<file path="config.mk">
export PLATFORM = sky130hd
export DESIGN_NAME = note_env_ctrl
export DESIGN_NICKNAME = d
export VERILOG_FILES = /design/src/rtl/note_ctrl_pkg.sv /design/src/rtl/env_ramp.sv /design/src/rtl/note_env_ctrl.sv
export SDC_FILE = /design/constraint.sdc
export NUM_CORES = 1
export LEC_CHECK = 0
export CAP_MARGIN = 20
export CORE_AREA = 2 2 100 102
export DETAILED_ROUTE_END_ITERATION = 10
export DIE_AREA = 0 0 102 104
export GPL_TIMING_DRIVEN = 1
export PLACE_DENSITY = 0.66
export REMOVE_ABC_BUFFERS = 1
export SYNTH_ARGS = -nofsm -noshare
export SYNTH_HDL_FRONTEND = slang
export SYNTH_SLANG_ARGS = --single-unit
export TNS_END_PERCENT = 100
</file>
<file path="constraint.sdc">
create_clock -name clk -period 6 [get_ports clk]
set_clock_uncertainty 0.1 [all_clocks]
set_input_delay 0.6 -clock clk [delete_from_list [all_inputs] [get_ports clk]]
set_output_delay 0.6 -clock clk [all_outputs]
set_load 0.02 [all_outputs]
</file>
<file path="src/rtl/note_ctrl_pkg.sv">
// note_ctrl_pkg
// Shared types and widths for the note envelope controller.
//   TUNE_W      : width of the tuning word sent to the wave generator
//   VOL_W       : width of the unsigned volume sent to the multiplier
//   noteState_t : envelope FSM state, also exported on the state port
package note_ctrl_pkg;

    localparam int TUNE_W = 16;
    localparam int VOL_W  = 8;

    typedef enum logic [1:0] {
        IDLE    = 2'd0,
        RAMP    = 2'd1,
        SUSTAIN = 2'd2,
        RELEASE = 2'd3
    } noteState_t;

endpackage

</file>
<file path="src/rtl/env_ramp.sv">
// env_ramp
// Combinational saturating step of a volume toward a target. The step is
// computed in VOL_W+1 bits so it can neither wrap below 0 nor above 255, and
// it lands exactly on the target instead of overshooting it.
// Ports:
//   volCur    in  VOL_W  current volume
//   volTarget in  VOL_W  volume being approached
//   volNext   out VOL_W  volume after one step of STEP toward volTarget
module env_ramp
    import note_ctrl_pkg::*;
#(
    parameter int unsigned STEP = 4
) (
    input  logic [VOL_W-1:0] volCur,
    input  logic [VOL_W-1:0] volTarget,
    output logic [VOL_W-1:0] volNext
);

    localparam logic [VOL_W:0] STEP_EXT = STEP[VOL_W:0];

    logic [VOL_W:0] curExt;
    logic [VOL_W:0] tgtExt;
    logic [VOL_W:0] upExt;
    logic [VOL_W:0] downExt;

    always_comb begin
        curExt  = {1'b0, volCur};
        tgtExt  = {1'b0, volTarget};
        upExt   = curExt + STEP_EXT;
        downExt = curExt - STEP_EXT;
        volNext = volCur;
        if (curExt < tgtExt) begin
            volNext = (upExt >= tgtExt) ? volTarget : upExt[VOL_W-1:0];
        end else if (curExt > tgtExt) begin
            // Only subtract when the gap exceeds the step, so downExt never wraps.
            volNext = ((curExt - tgtExt) <= STEP_EXT) ? volTarget : downExt[VOL_W-1:0];
        end
    end

endmodule

</file>
<file path="src/rtl/note_env_ctrl.sv">
// note_env_ctrl
// Note envelope controller: accepts note requests, ramps the output volume
// toward the requested level on each tick, releases to silence before a
// tuning change, and holds one pending note while releasing.
// Ports:
//   clk        in   1      system clock
//   reset      in   1      synchronous active-low reset
//   tick       in   1      one-cycle strobe pacing every volume step
//   req_valid  in   1      note request present
//   req_ready  out  1      low only while the pending buffer is occupied
//   req_tune   in   TUNE_W requested tuning word (0 = note-off)
//   req_vol    in   VOL_W  requested target volume (0 = note-off)
//   tune_word  out  TUNE_W tuning word to the wave generator
//   volume     out  VOL_W  volume to the multiplier
//   state      out  2      current FSM state
// Build option: define NOTE_ENV_CTRL_WDT_EN to add a watchdog that forces a
// release after WDT_TICKS ticks without an accepted request.
//
// state   | meaning
// IDLE    | silent, tune_word 0, waiting for a note-on
// RAMP    | stepping volume toward target by ATTACK_STEP per tick
// SUSTAIN | volume at target, held
// RELEASE | stepping volume to 0 by RELEASE_STEP, then pending note or IDLE
module note_env_ctrl
    import note_ctrl_pkg::*;
#(
    parameter int unsigned ATTACK_STEP  = 4,
    parameter int unsigned RELEASE_STEP = 2,
    parameter int unsigned WDT_TICKS    = 524288
) (
    input  logic              clk,
    input  logic              reset,
    input  logic              tick,
    input  logic              req_valid,
    output logic              req_ready,
    input  logic [TUNE_W-1:0] req_tune,
    input  logic [VOL_W-1:0]  req_vol,
    output logic [TUNE_W-1:0] tune_word,
    output logic [VOL_W-1:0]  volume,
    output logic [1:0]        state
);

    noteState_t        stateQ, stateD;
    logic [TUNE_W-1:0] tuneQ, tuneD;
    logic [VOL_W-1:0]  volQ, volD;
    logic [VOL_W-1:0]  targetQ, targetD;
    logic              pendQ, pendD;
    logic [TUNE_W-1:0] pendTuneQ, pendTuneD;
    logic [VOL_W-1:0]  pendVolQ, pendVolD;

    logic [VOL_W-1:0]  attackNext;
    logic [VOL_W-1:0]  releaseNext;
    logic              accept;
    logic              noteOff;
    logic              wdtExpired;

    assign accept  = req_valid & req_ready;
    assign noteOff = (req_tune == '0) || (req_vol == '0);

    env_ramp #(.STEP(ATTACK_STEP)) attackRamp (
        .volCur    (volQ),
        .volTarget (targetQ),
        .volNext   (attackNext)
    );

    env_ramp #(.STEP(RELEASE_STEP)) releaseRamp (
        .volCur    (volQ),
        .volTarget ('0),
        .volNext   (releaseNext)
    );

`ifdef NOTE_ENV_CTRL_WDT_EN
    localparam int WDT_W = $clog2(WDT_TICKS + 1);
    localparam logic [WDT_W-1:0] WDT_LIMIT = WDT_W'(WDT_TICKS);

    logic [WDT_W-1:0] wdtQ;

    // Saturates at the limit so an expired watchdog stays expired until the
    // next accepted request.
    always_ff @(posedge clk) begin
        if (!reset) begin
            wdtQ <= '0;
        end else if (accept) begin
            wdtQ <= '0;
        end else if (tick && (wdtQ != WDT_LIMIT)) begin
            wdtQ <= wdtQ + 1'b1;
        end
    end

    assign wdtExpired = (wdtQ == WDT_LIMIT);
`else
    logic [31:0] unusedWdtTicks;
    assign unusedWdtTicks = WDT_TICKS;
    assign wdtExpired     = 1'b0;
`endif

    always_ff @(posedge clk) begin
        if (!reset) begin
            stateQ    <= IDLE;
            tuneQ     <= '0;
            volQ      <= '0;
            targetQ   <= '0;
            pendQ     <= 1'b0;
            pendTuneQ <= '0;
            pendVolQ  <= '0;
        end else begin
            stateQ    <= stateD;
            tuneQ     <= tuneD;
            volQ      <= volD;
            targetQ   <= targetD;
            pendQ     <= pendD;
            pendTuneQ <= pendTuneD;
            pendVolQ  <= pendVolD;
        end
    end

    // Priority: accepted request, then watchdog, then tick-paced stepping.
    // A tick coinciding with an accept is therefore dropped.
    always_comb begin
        stateD    = stateQ;
        tuneD     = tuneQ;
        volD      = volQ;
        targetD   = targetQ;
        pendD     = pendQ;
        pendTuneD = pendTuneQ;
        pendVolD  = pendVolQ;

        if (accept) begin
            case (stateQ)
                IDLE: begin
                    if (!noteOff) begin
                        tuneD   = req_tune;
                        targetD = req_vol;
                        stateD  = RAMP;
                    end
                end
                RAMP, SUSTAIN: begin
                    if (noteOff) begin
                        stateD = RELEASE;
                    end else if (req_tune == tuneQ) begin
                        targetD = req_vol;
                        stateD  = RAMP;
                    end else begin
                        pendD     = 1'b1;
                        pendTuneD = req_tune;
                        pendVolD  = req_vol;
                        stateD    = RELEASE;
                    end
                end
                RELEASE: begin
                    if (noteOff) begin
                        pendD = 1'b0;
                    end else begin
                        pendD     = 1'b1;
                        pendTuneD = req_tune;
                        pendVolD  = req_vol;
                    end
                end
                default: ;
            endcase
        end else if (wdtExpired && ((stateQ == RAMP) || (stateQ == SUSTAIN))) begin
            stateD = RELEASE;
            pendD  = 1'b0;
        end else begin
            case (stateQ)
                RAMP: begin
                    if (tick) begin
                        volD = attackNext;
                        if (attackNext == targetQ) begin
                            stateD = SUSTAIN;
                        end
                    end
                end
                RELEASE: begin
                    // Tune only moves once the volume register is already 0.
                    if (volQ == '0) begin
                        if (pendQ) begin
                            tuneD   = pendTuneQ;
                            targetD = pendVolQ;
                            pendD   = 1'b0;
                            stateD  = RAMP;
                        end else begin
                            tuneD  = '0;
                            stateD = IDLE;
                        end
                    end else if (tick) begin
                        volD = releaseNext;
                    end
                end
                default: ;
            endcase
        end
    end

    assign req_ready = ~pendQ;
    assign tune_word = tuneQ;
    assign volume    = volQ;
    assign state     = stateQ;

endmodule

</file>
==> results of run 1 <==
[cell type report]
class / count / area [um^2]
Clock buffer: 9 / 124
Clock inverter: 7 / 76.3
Fill cell: 947 / 4460
Inverter: 21 / 78.8
Multi-Input combinational cell: 433 / 2840
Sequential cell: 59 / 1180
Tap cell: 133 / 166
Timing Repair Buffer: 62 / 632
[worst paths after layout]
kind / endpoint / start
worst max-delay path: state[0]$_SDFFE_PN0P_ / volume[2]$_SDFFE_PN0P_
worst min-delay path: pendVolQ[7]$_SDFFE_PN0P_ / pendVolQ[7]$_SDFFE_PN0P_
worst max register to register: state[0]$_SDFFE_PN0P_ / volume[2]$_SDFFE_PN0P_
worst min register to register: pendVolQ[7]$_SDFFE_PN0P_ / pendVolQ[7]$_SDFFE_PN0P_
[worst reg2reg max path, stage by stage (launching register included)]
cell	delay (ps)
dfxtp_1	610
inv_1	200
ha_1	390
nand2b_2	160
o21ba_1	170
or4_1	500
a222oi_1	290
and4_1	610
a21oi_1	140
or4_4	540
o32a_1	380
o221a_1	260
[metrics by stage]
stage	power, uW	worst slack [ps]	cells
floorplan	1940	1480	513
global placement	2480	1680	705
detailed placement	2480	1600	705
CTS	2870	1600	721
global route	3150	1300	724
finish	2920	1550	724
[layer usage]
metal  vias up  wire length, um  part of all wire (%)  GRT usage, %
li1       2056                -                     -             -
met1      2021             5500                    43          32.1
met2       146             5990                    47          38.9
met3        35              769                   6.1          5.78
met4         0              422                   3.3          9.33
met5         -                0                     0             0
[cell usage after synthesis (2+ instances only)]
library cell,number,area [um^2]
o2111ai_1,3,26.3
a221oi_1,2,17.5
ha_1,22,275
nor4_1,10,62.6
mux2i_1,30,300
nand4_1,7,43.8
a21oi_1,22,110
dfxtp_1,59,1180
or3_1,2,12.5
xnor2_1,24,210
clkinv_1,2,7.51
xor2_1,8,70.1
or3b_1,2,17.5
nor3_1,11,55.1
nor2_1,65,244
o21a_1,4,30.0
mux2_2,2,22.5
o211ai_1,17,128
nor3b_1,3,22.5
o21ai_0,45,225
nand3_1,9,45.0
o31ai_1,2,15.0
buf_4,2,15.0
o22ai_1,5,31.3
a21o_1,2,15.0
a211oi_1,18,135
nor2b_1,12,75.1
and3_1,4,25.0
a31oi_1,3,18.8
clkbuf_1,33,124
a211o_1,2,17.5
and2_1,2,12.5
a32o_1,3,30.0
nand2b_1,3,18.8
nand2_1,61,229
inv_1,19,71.3
[registers in the layout, summed over array words and instances (netlist names)]
name and count:
targetQ 8, pendVolQ 8, pendQ 1, tune_word 16, state 2, volume 8
pendTuneQ 16
[power by group]
| group | internal [uW] | switching (uW) | total, uW |
|---|---|---|---|
| sequential | 504 | 126 | 630 |
| combinational | 810 | 1100 | 1910 |
| clock | 194 | 184 | 378 |
[logic make-up after synthesis]
family                   share of synthesized area (%)
AO/OA/AOI/OAI                                     23.5
buffers and inverters                             5.28
multiplexers                                      7.93
AND/OR/NAND/NOR                                   22.1
adder cells (fa/ha/maj)                           6.53
flip-flops                                        28.0
XOR/XNOR                                          6.65
==> impl_summary.log, run 1 <==
INFO  metric cpMaxStageDelayCell = dfxtp_1
INFO  metric power.density_cell_area = 573 nW/um^2
INFO  metric vias = 4258
INFO  metric startpoint_type = flip-flop
INFO  metric post-cts-setup-buffers = 0
INFO  metric critical_path_peak_fanout = 14
INFO  metric setup_repair_after_global_routing_missed_its_margin = false
INFO  metric worstHoldPathCells = 2
INFO  metric grt-ovfl-total = 0
INFO  metric setup_viol_count_final = 0
INFO  metric synth.yosys.seq_area_share = 28.0%
INFO  metric max-slew-margin-rel = 48.3%
INFO  metric row_count = 36
INFO  metric placement.io_buffers = 54
INFO  metric final_nets = 636
INFO  metric syn-cell-area = 4220 um^2
INFO  metric post-route-period-util = between 70% and 80%
INFO  metric yosysWarningCount = 0
INFO  metric antennaDiodeCount = 0
INFO  metric drt-wirelength-per-cell = ~18 um
INFO  metric cts_hold_repair_buffers = 0
INFO  metric worst-r2r-setup-slack = 1550 ps
INFO  metric final-max-slew-violation-count = 0
INFO  metric gp_congestion = 0.938
INFO  metric final_period_minus_worst_setup_slack = 4450 ps
INFO  metric worst-path-buf-inv = 1
INFO  metric drt_pre_antenna_iters = 7
INFO  metric asyncSetResetFlopFracSynth = 0%
INFO  metric hold_path_class = flip-flop to flip-flop
INFO  metric setup_tns = 0 ps
INFO  metric timing.hold.ws = about 390 ps
INFO  metric critPathRequiredTime = 6140 ps
INFO  metric p_leak = between 0.0015 and 0.002 uW
INFO  metric worst-endpoint-arrival = 4590 ps
INFO  metric avgSynthCellArea = 7.68 um^2
INFO  metric fp.dieH = 104 um
INFO  metric synth-edff-count = 0
INFO  metric antenna_found_initial = 0
INFO  metric vias_per_cell = 5.88
INFO  metric grt_max_degree = 50
INFO  metric tritoncts.num_buffers = 9
INFO  metric area_growth_syn_to_layout = 20.8%
INFO  metric die_area = 10600 um^2
INFO  metric io_pins = 55
INFO  metric unique_masters_post_synth = 65
INFO  metric post_cts_resize_count = 0
INFO  metric dp_hpwl = between 9 and 10 mm
INFO  metric grt_util_all_layers = between 20% and 30%
INFO  metric buffer_depth_of_the_longest_clock_path = 2
INFO  metric cp_cell_sequence = inv_1 -> ha_1 -> nand2b_2 -> o21ba_1 -> or4_1 -> a222oi_1 -> and4_1 -> a21oi_1 -> or4_4 -> o32a_1 -> o221a_1
INFO  metric drt-initial-drc-count = 215
INFO  metric skew_pair_late_insertion_delay = 350 ps
INFO  metric layout_common_cells = 65 x nor2_1, 61 x nand2_1, 59 x dfxtp_1, 54 x clkdlybuf4s50_1, 45 x o21ai_0
INFO  metric cp_num_cells = 11
INFO  metric reg2reg_depth = 11
INFO  metric max_stage_delay = between 600 and 700 ps
INFO  metric root_buffer = clkbuf_8
INFO  metric core_area = ~9500 um^2
INFO  metric route.final.wire_length = 12.7 mm
INFO  metric initial_core_util = 44.1%
INFO  metric floorplan.die.width = 102 um
INFO  metric grt_pass1_wl = 20.7 mm
INFO  metric post_synth_inst_count = 549
INFO  metric final_instance_area = 5090 um^2
INFO  metric setup.worst_path.class = flip-flop to flip-flop
INFO  metric final_hold_violating_endpoints = 0
INFO  metric clock_transition_time_at_the_flip_flop_clock_pins_of_the_worst_setup_and_hold_paths = ~80 ps
INFO  metric layout-drive-gt1-share = between 5 and 6%
INFO  metric vdd_drop_max = approximately 0.25 mV
INFO  metric cap_violations = 0
INFO  metric cts_tree = yes
INFO  metric placed_cell_area = between 4000 and 5000 um^2
INFO  metric remaining_drc_errors = 0
INFO  metric final_common_cell = nor2_1
INFO  metric crit_path_leading_delay_family = simple AND/OR/NAND/NOR gates
INFO  metric synthFlopType = dfxtp_1
INFO  metric finish.utilization = 53.3%
INFO  metric tightestPinTransition = 773 ps
INFO  metric run_status = completed
INFO  metric max_freq = between 200 and 250 MHz
INFO  metric route.antenna.remaining_nets = 0
INFO  metric tritoncts_num_sinks = 59
INFO  metric yosys_register_bits = approximately 60
INFO  metric worstSetupEndpointType = flip-flop
INFO  metric first_global_vias = ~4000
INFO  metric htree_num_levels = 3
Note: power is estimated with default switching activity, not from simulation.
==> run 2, diff against run 1 <==
clock period = 4.4 ns   (was 6 ns; I/O delays follow)
==> run 2 against run 1 <==
  * Critical path depth is 1 lower
  * Sequential power grew 33%
  * Cell count is 1.5% higher
  * Clock-buffer cell count is 3 higher
  * Via count is 0.42% lower
  * Global-route usage shrank 0.15 points
==> impl_summary.log, run 2 (synthesis results as in run 1) <==
INFO  metric drt-wirelength-per-cell = 17.1 um (-2.2%)
INFO  metric initial_core_util = 44.1% (unchanged)
INFO  metric post-cts-setup-buffers = 0 (unchanged)
INFO  metric worst-endpoint-arrival = 4250 ps (-340 ps)
INFO  metric htree_num_levels = 3 (unchanged)
INFO  metric core_area = 9550 um^2 (unchanged)
INFO  metric final_hold_violating_endpoints = 0 (unchanged)
INFO  metric run_status = completed
INFO  metric tritoncts_num_sinks = 59 (unchanged)
INFO  metric placement.io_buffers = 54 (unchanged)
INFO  metric max_freq = 243 MHz (+7.9%)
INFO  metric cts_tree = yes
INFO  metric tightestPinTransition = 873 ps (+100 ps)
INFO  metric dp_hpwl = 9.42 mm (+3.2%)
INFO  metric die_area = 10600 um^2 (unchanged)
INFO  metric max-slew-margin-rel = 41.5% (-6.8 points)
INFO  metric antenna_found_initial = 0 (unchanged)
INFO  metric cts_hold_repair_buffers = 0 (unchanged)
INFO  metric startpoint_type = flip-flop
INFO  metric final_nets = 649 (+2.0%)
INFO  metric final-max-slew-violation-count = 0 (unchanged)
INFO  metric row_count = 36 (unchanged)
INFO  metric layout_common_cells = 65 x nor2_1, 61 x nand2_1, 59 x dfxtp_1, 54 x clkdlybuf4s50_1, 45 x o21ai_0
INFO  metric power.density_cell_area = 787 nW/um^2 (+37%)
INFO  metric worst-r2r-setup-slack = 280 ps (-1270 ps)
INFO  metric critical_path_peak_fanout = 11 (-3)
INFO  metric cap_violations = 0 (unchanged)
INFO  metric grt_max_degree = 46 (-8.0%)
INFO  metric grt_pass1_wl = 20.9 mm (+0.63%)
INFO  metric setup.worst_path.class = flip-flop to flip-flop
INFO  metric internal_power = 2160 uW (+43%)
INFO  metric antennaDiodeCount = 0 (unchanged)
INFO  metric post-route-period-util = 93.7% (+20 points)
INFO  metric vias_per_cell = 5.77 (-1.9%)
INFO  metric clock_transition_time_at_the_flip_flop_clock_pins_of_the_worst_setup_and_hold_paths = 70 ps (about the same)
INFO  metric root_buffer = clkbuf_8
INFO  metric switching_share = 47.0% (-1.3 points)
INFO  metric tritoncts.num_buffers = 9 (unchanged)
INFO  metric setup_viol_count_final = 0 (unchanged)
INFO  metric timing.hold.ws = 385 ps (-3.58 ps)
INFO  metric grt-ovfl-total = 0 (unchanged)
INFO  metric hold_path_class = flip-flop to flip-flop
INFO  metric clockPowerShare = 12.6% (-0.4 points)
INFO  metric drt-initial-drc-count = 213 (-0.93%)
INFO  metric share_seq_of_total_power = 20.6% (-1.0 points)
INFO  metric skew_pair_late_insertion_delay = 350 ps (about the same)
INFO  metric layout-drive-gt1-share = 7.64% (+1.9 points)
INFO  metric area_growth_syn_to_layout = 22.6%
INFO  metric final_period_minus_worst_setup_slack = 4120 ps (-327 ps)
INFO  metric first_global_vias = 4099 (+1.1%)
INFO  metric remaining_drc_errors = 0 (unchanged)
INFO  metric fp.dieH = 104 um (unchanged)
INFO  metric buffer_depth_of_the_longest_clock_path = 2 (unchanged)
INFO  metric post_cts_resize_count = 0 (unchanged)
INFO  metric route.final.wire_length = 12.6 mm (-0.76%)
INFO  metric floorplan.die.width = 102 um (unchanged)
INFO  metric vias = 4240 (-0.42%)
INFO  metric place_inst = 720 (+2.1%)
INFO  metric critPathRequiredTime = 4530 ps (-1610 ps)
INFO  metric route.antenna.remaining_nets = 0 (unchanged)
INFO  metric combinationalPowerShare = 66.8% (+1.4 points)
INFO  metric p_leak = 0.00190 uW (+3.5%)
INFO  metric drt_pre_antenna_iters = 5 (-2)
INFO  metric final_common_cell = nor2_1
INFO  metric gp_congestion = 1.03 (+10%)
INFO  metric setup_repair_after_global_routing_missed_its_margin = false
INFO  metric grt_util_all_layers = 24.4% (-0.15 points)
INFO  metric worstSetupEndpointType = flip-flop
INFO  metric switchingPower = 1910 uW (+36%)
INFO  metric io_pins = 55 (unchanged)
INFO  metric setup_tns = 0 ps (unchanged)
INFO  metric vdd_drop_max = 0.327 mV (+30%)
INFO  metric instances_no_fill = 735 (+1.5%)
[run 2: worst max-delay path, stage by stage, from the launching register on]
cell	delay [ps]
dfxtp_1	580
ha_1	400
nand2b_2	140
o21ba_1	180
or4_1	510
a222oi_1	350
and4_2	450
a21oi_1	120
or4_4	550
o32a_1	370
o221a_1	260
[run 2: final cells by class]
type                            count  area, um^2
Timing Repair Buffer               75         706
Sequential cell                    59        1180
Inverter                           21        78.8
Fill cell                         936        4380
Multi-Input combinational cell    433        2840
Clock buffer                       12         165
Tap cell                          133         166
Clock inverter                      2        35.0
[run 2: worst paths after layout]
| kind | startpoint | cells past startpoint | end |
|---|---|---|---|
| max | volume[3]$_SDFFE_PN0P_ | 10 | state[0]$_SDFFE_PN0P_ |
| min | pendVolQ[2]$_SDFFE_PN0P_ | 2 | pendVolQ[2]$_SDFFE_PN0P_ |
| max reg2reg | volume[3]$_SDFFE_PN0P_ | 10 | state[0]$_SDFFE_PN0P_ |
| min reg2reg | pendVolQ[2]$_SDFFE_PN0P_ | 2 | pendVolQ[2]$_SDFFE_PN0P_ |
[run 2: through the flow]
| stage | util, % | power (uW) | setup slack (ps) | cell area, um^2 |
|---|---|---|---|---|
| 6_report | 54.1 | 4070 | 279 | 5170 |
| 5_1_grt | 54.1 | 4380 | 49.5 | 5170 |
| 4_1_cts | 54.0 | 4020 | 227 | 5150 |
| 3_5_place_dp | 51.9 | 3490 | 237 | 4950 |
| 3_3_place_gp | 51.9 | 3490 | 275 | 4950 |
| 2_1_floorplan | - | 2640 | -121 | 4070 |
[run 2: metal layers]
metal	part of all wire (%)	GRT usage, %
met1	45	33.0
met2	46	37.7
met3	5.8	5.38
met4	2.8	9.05
met5	0	0
[run 2: power groups by stage]
stage | logic [uW] | clock network [uW] | registers, uW
after floorplan | 1720 | 0 | 919
after global placement | 2650 | 0 | 841
after detailed placement | 2640 | 0 | 846
after CTS | 2650 | 525 | 837
after global routing | 2980 | 550 | 859
final | 2720 | 514 | 838
==> run 3, diff against run 2 <==
CTS_CLUSTER_DIAMETER = 30   (was not set)
GPL_TIMING_DRIVEN = 0   (was 1)
==> run 3 against run 2 <==
  * Combinational power shrank 6%
  * Clock-buffer cell count down 3
  * Cell area barely moved
  * Largest cell class unchanged
  * Worst setup slack lost 120 ps
  * First-iteration DRC count fell by 0.47%
  * Total power down 0.70%
  * Global-route usage fell by 1.8 points
  * Clock power increased by 20%
  * Via count fell by 3.3%
  * Sequential cell count is the same
  * Highest routed layer unchanged
==> impl_summary.log, run 3 (synthesis results as in run 1) <==
INFO  metric startpoint_type = flip-flop
INFO  metric core_area = 9550 um^2 (unchanged)
INFO  metric critPathRequiredTime = 4530 ps (about the same)
INFO  metric vdd_drop_max = 0.402 mV (+23%)
INFO  metric sequential_cell_area = 1190 um^2 (+0.42%)
INFO  metric post-cts-setup-buffers = 0 (unchanged)
INFO  metric grt-ovfl-total = 0 (unchanged)
INFO  metric initial_core_util = 44.1% (unchanged)
INFO  metric dp_hpwl = 8.44 mm (-10%)
INFO  metric power.density_cell_area = 782 nW/um^2 (-0.60%)
INFO  metric run_status = completed
INFO  metric worst-endpoint-arrival = 4370 ps (+120 ps)
INFO  metric placed_cell_area = 4880 um^2 (-1.5%)
INFO  metric remaining_drc_errors = 0 (unchanged)
INFO  metric buffer_depth_of_the_longest_clock_path = 2 (unchanged)
INFO  metric hp-start = pendVolQ[3]$_SDFFE_PN0P_
INFO  metric first_global_vias = 4109 (+0.24%)
INFO  metric final_critical_path_setup_slack = 159 ps (-121 ps)
INFO  metric antenna_found_initial = 0 (unchanged)
INFO  metric route.antenna.remaining_nets = 0 (unchanged)
INFO  metric cap_violations = 0 (unchanged)
INFO  metric source_of_the_worst_register_to_register_timing_path = volume[2]$_SDFFE_PN0P_
INFO  metric final-max-slew-violation-count = 0 (unchanged)
INFO  metric skew_pair_late_insertion_delay = 340 ps (about the same)
INFO  metric fp.dieH = 104 um (unchanged)
INFO  metric tritoncts_num_sinks = 59 (unchanged)
INFO  metric layout-drive-gt1-share = 6.78% (-0.86 points)
INFO  metric final_instance_area = 5160 um^2 (about the same)
INFO  metric io_pins = 55 (unchanged)
INFO  metric placement.io_buffers = 54 (unchanged)
INFO  metric drt_pre_antenna_iters = 5 (unchanged)
INFO  metric row_count = 36 (unchanged)
INFO  metric drt-initial-drc-count = 212 (-0.47%)
INFO  metric area_growth_syn_to_layout = 22.5% (about the same)
INFO  metric final_common_cell = nor2_1
INFO  metric grt_util_all_layers = 22.6% (-1.8 points)
INFO  metric max_freq = 236 MHz (-2.8%)
INFO  metric gp_congestion = 0.962 (-7.0%)
INFO  metric setup_tns = 0 ps (unchanged)
INFO  metric layout_common_cells = 64 x nor2_1, 61 x nand2_1, 55 x dfxtp_1, 54 x clkdlybuf4s50_1, 45 x o21ai_0
INFO  metric grt_pass1_wl = 19.8 mm (-4.9%)
INFO  metric tightestPinTransition = 956 ps (+83.1 ps)
INFO  metric final_period_minus_worst_setup_slack = 4240 ps (+121 ps)
INFO  metric fill_cells = 929 (-0.75%)
INFO  metric final_hold_violating_endpoints = 0 (unchanged)
INFO  metric route.final.wire_length = 11.6 mm (-7.9%)
INFO  metric drt-wirelength-per-cell = 16.0 um (-6.4%)
INFO  metric cts_hold_repair_buffers = 0 (unchanged)
INFO  metric die_area = 10600 um^2 (unchanged)
INFO  metric max-slew-margin-rel = 36.3% (-5.2 points)
INFO  metric p_leak = 0.00187 uW (-1.9%)
INFO  metric setup.worst_path.class = flip-flop to flip-flop
INFO  metric critical_path_peak_fanout = 14 (+3)
INFO  metric dp_worst_setup_slack = -171 ps (-408 ps)
INFO  metric clock_transition_time_at_the_flip_flop_clock_pins_of_the_worst_setup_and_hold_paths = 70 ps (about the same)
INFO  metric final_nets = 635 (-2.2%)
INFO  metric worstSetupEndpointType = flip-flop
INFO  metric post-route-period-util = 96.4% (+2.7 points)
INFO  metric root_buffer = clkbuf_8
INFO  metric grt_max_degree = 36 (-22%)
INFO  metric vias = 4100 (-3.3%)
INFO  metric vias_per_cell = 5.67 (-1.7%)
INFO  metric cts_tree = yes
INFO  metric setup_repair_after_global_routing_missed_its_margin = false
INFO  metric setup_viol_count_final = 0 (unchanged)
INFO  metric worstSetupStartpoint = volume[2]$_SDFFE_PN0P_
INFO  metric antennaDiodeCount = 0 (unchanged)
INFO  metric floorplan.die.width = 102 um (unchanged)
INFO  metric htree_num_levels = 3 (unchanged)
INFO  metric multiInputGateArea = 2850 um^2 (+0.40%)
INFO  metric tritoncts.num_buffers = 9 (unchanged)
INFO  metric hold_path_class = flip-flop to flip-flop
## run 3: per-stage QoR
| step | cells | total power, uW | hold WS, ps | utilization [%] |
|---|---|---|---|---|
| floorplan | 513 | 2640 | 352 | - |
| global placement | 700 | 3280 | 365 | 50.0 |
| detailed placement | 706 | 3350 | 378 | 51.1 |
| CTS | 722 | 3990 | 396 | 53.7 |
| global route | 723 | 4380 | 420 | 54.1 |
| finish | 723 | 4040 | 390 | 54.1 |
## run 3: repair_timing
item                       CTS  global route
cloned                       0             0
setup endpoints to repair    2             1
gates resized for setup      3             5
## run 3: final timing paths
kind                              end  slack, ps  depth (start not counted)
max reg2reg     state[0]$_SDFFE_PN0P_        160                         11
min reg2reg  pendVolQ[3]$_SDFFE_PN0P_        390                          2
min          pendVolQ[3]$_SDFFE_PN0P_        390                          2
max             state[0]$_SDFFE_PN0P_        160                         11
## run 3: routing by layer
metal	vias up	GRT usage (%)	routed length (um)	share of wire, %
met1	1899	30.4	5290	46
met5	-	0	0	0
met2	126	36.5	5410	47
li1	2059	-	-	-
met3	16	4.17	694	6.0
met4	0	7.14	185	1.6
## run 3: area by class of cell
cell class / instances / area share, %
timing repair buffer: 61 / 12.2
inverter: 21 / 1.60
clock inverter: 7 / 2.42
tap: 133 / 3.22
multi-input combinational: 433 / 55.1
clock buffer: 9 / 2.40
sequential: 59 / 23.0
## run 3: critical path, cell delays in order (launching register included)
cell and delay (ps):
dfxtp_2 490, inv_1 210, ha_1 380, nand2b_2 160, o21ba_1 170, or4_1 500, a222oi_1 320, and4_2 490
a21oi_1 110, or4_4 560, o32a_1 380, o221a_1 270
## run 3: power by group
part,total (uW),internal [uW],switching [uW]
sequential,862,689,173
combinational,2560,1110,1450
clock,616,381,235
total,4040,2180,1860
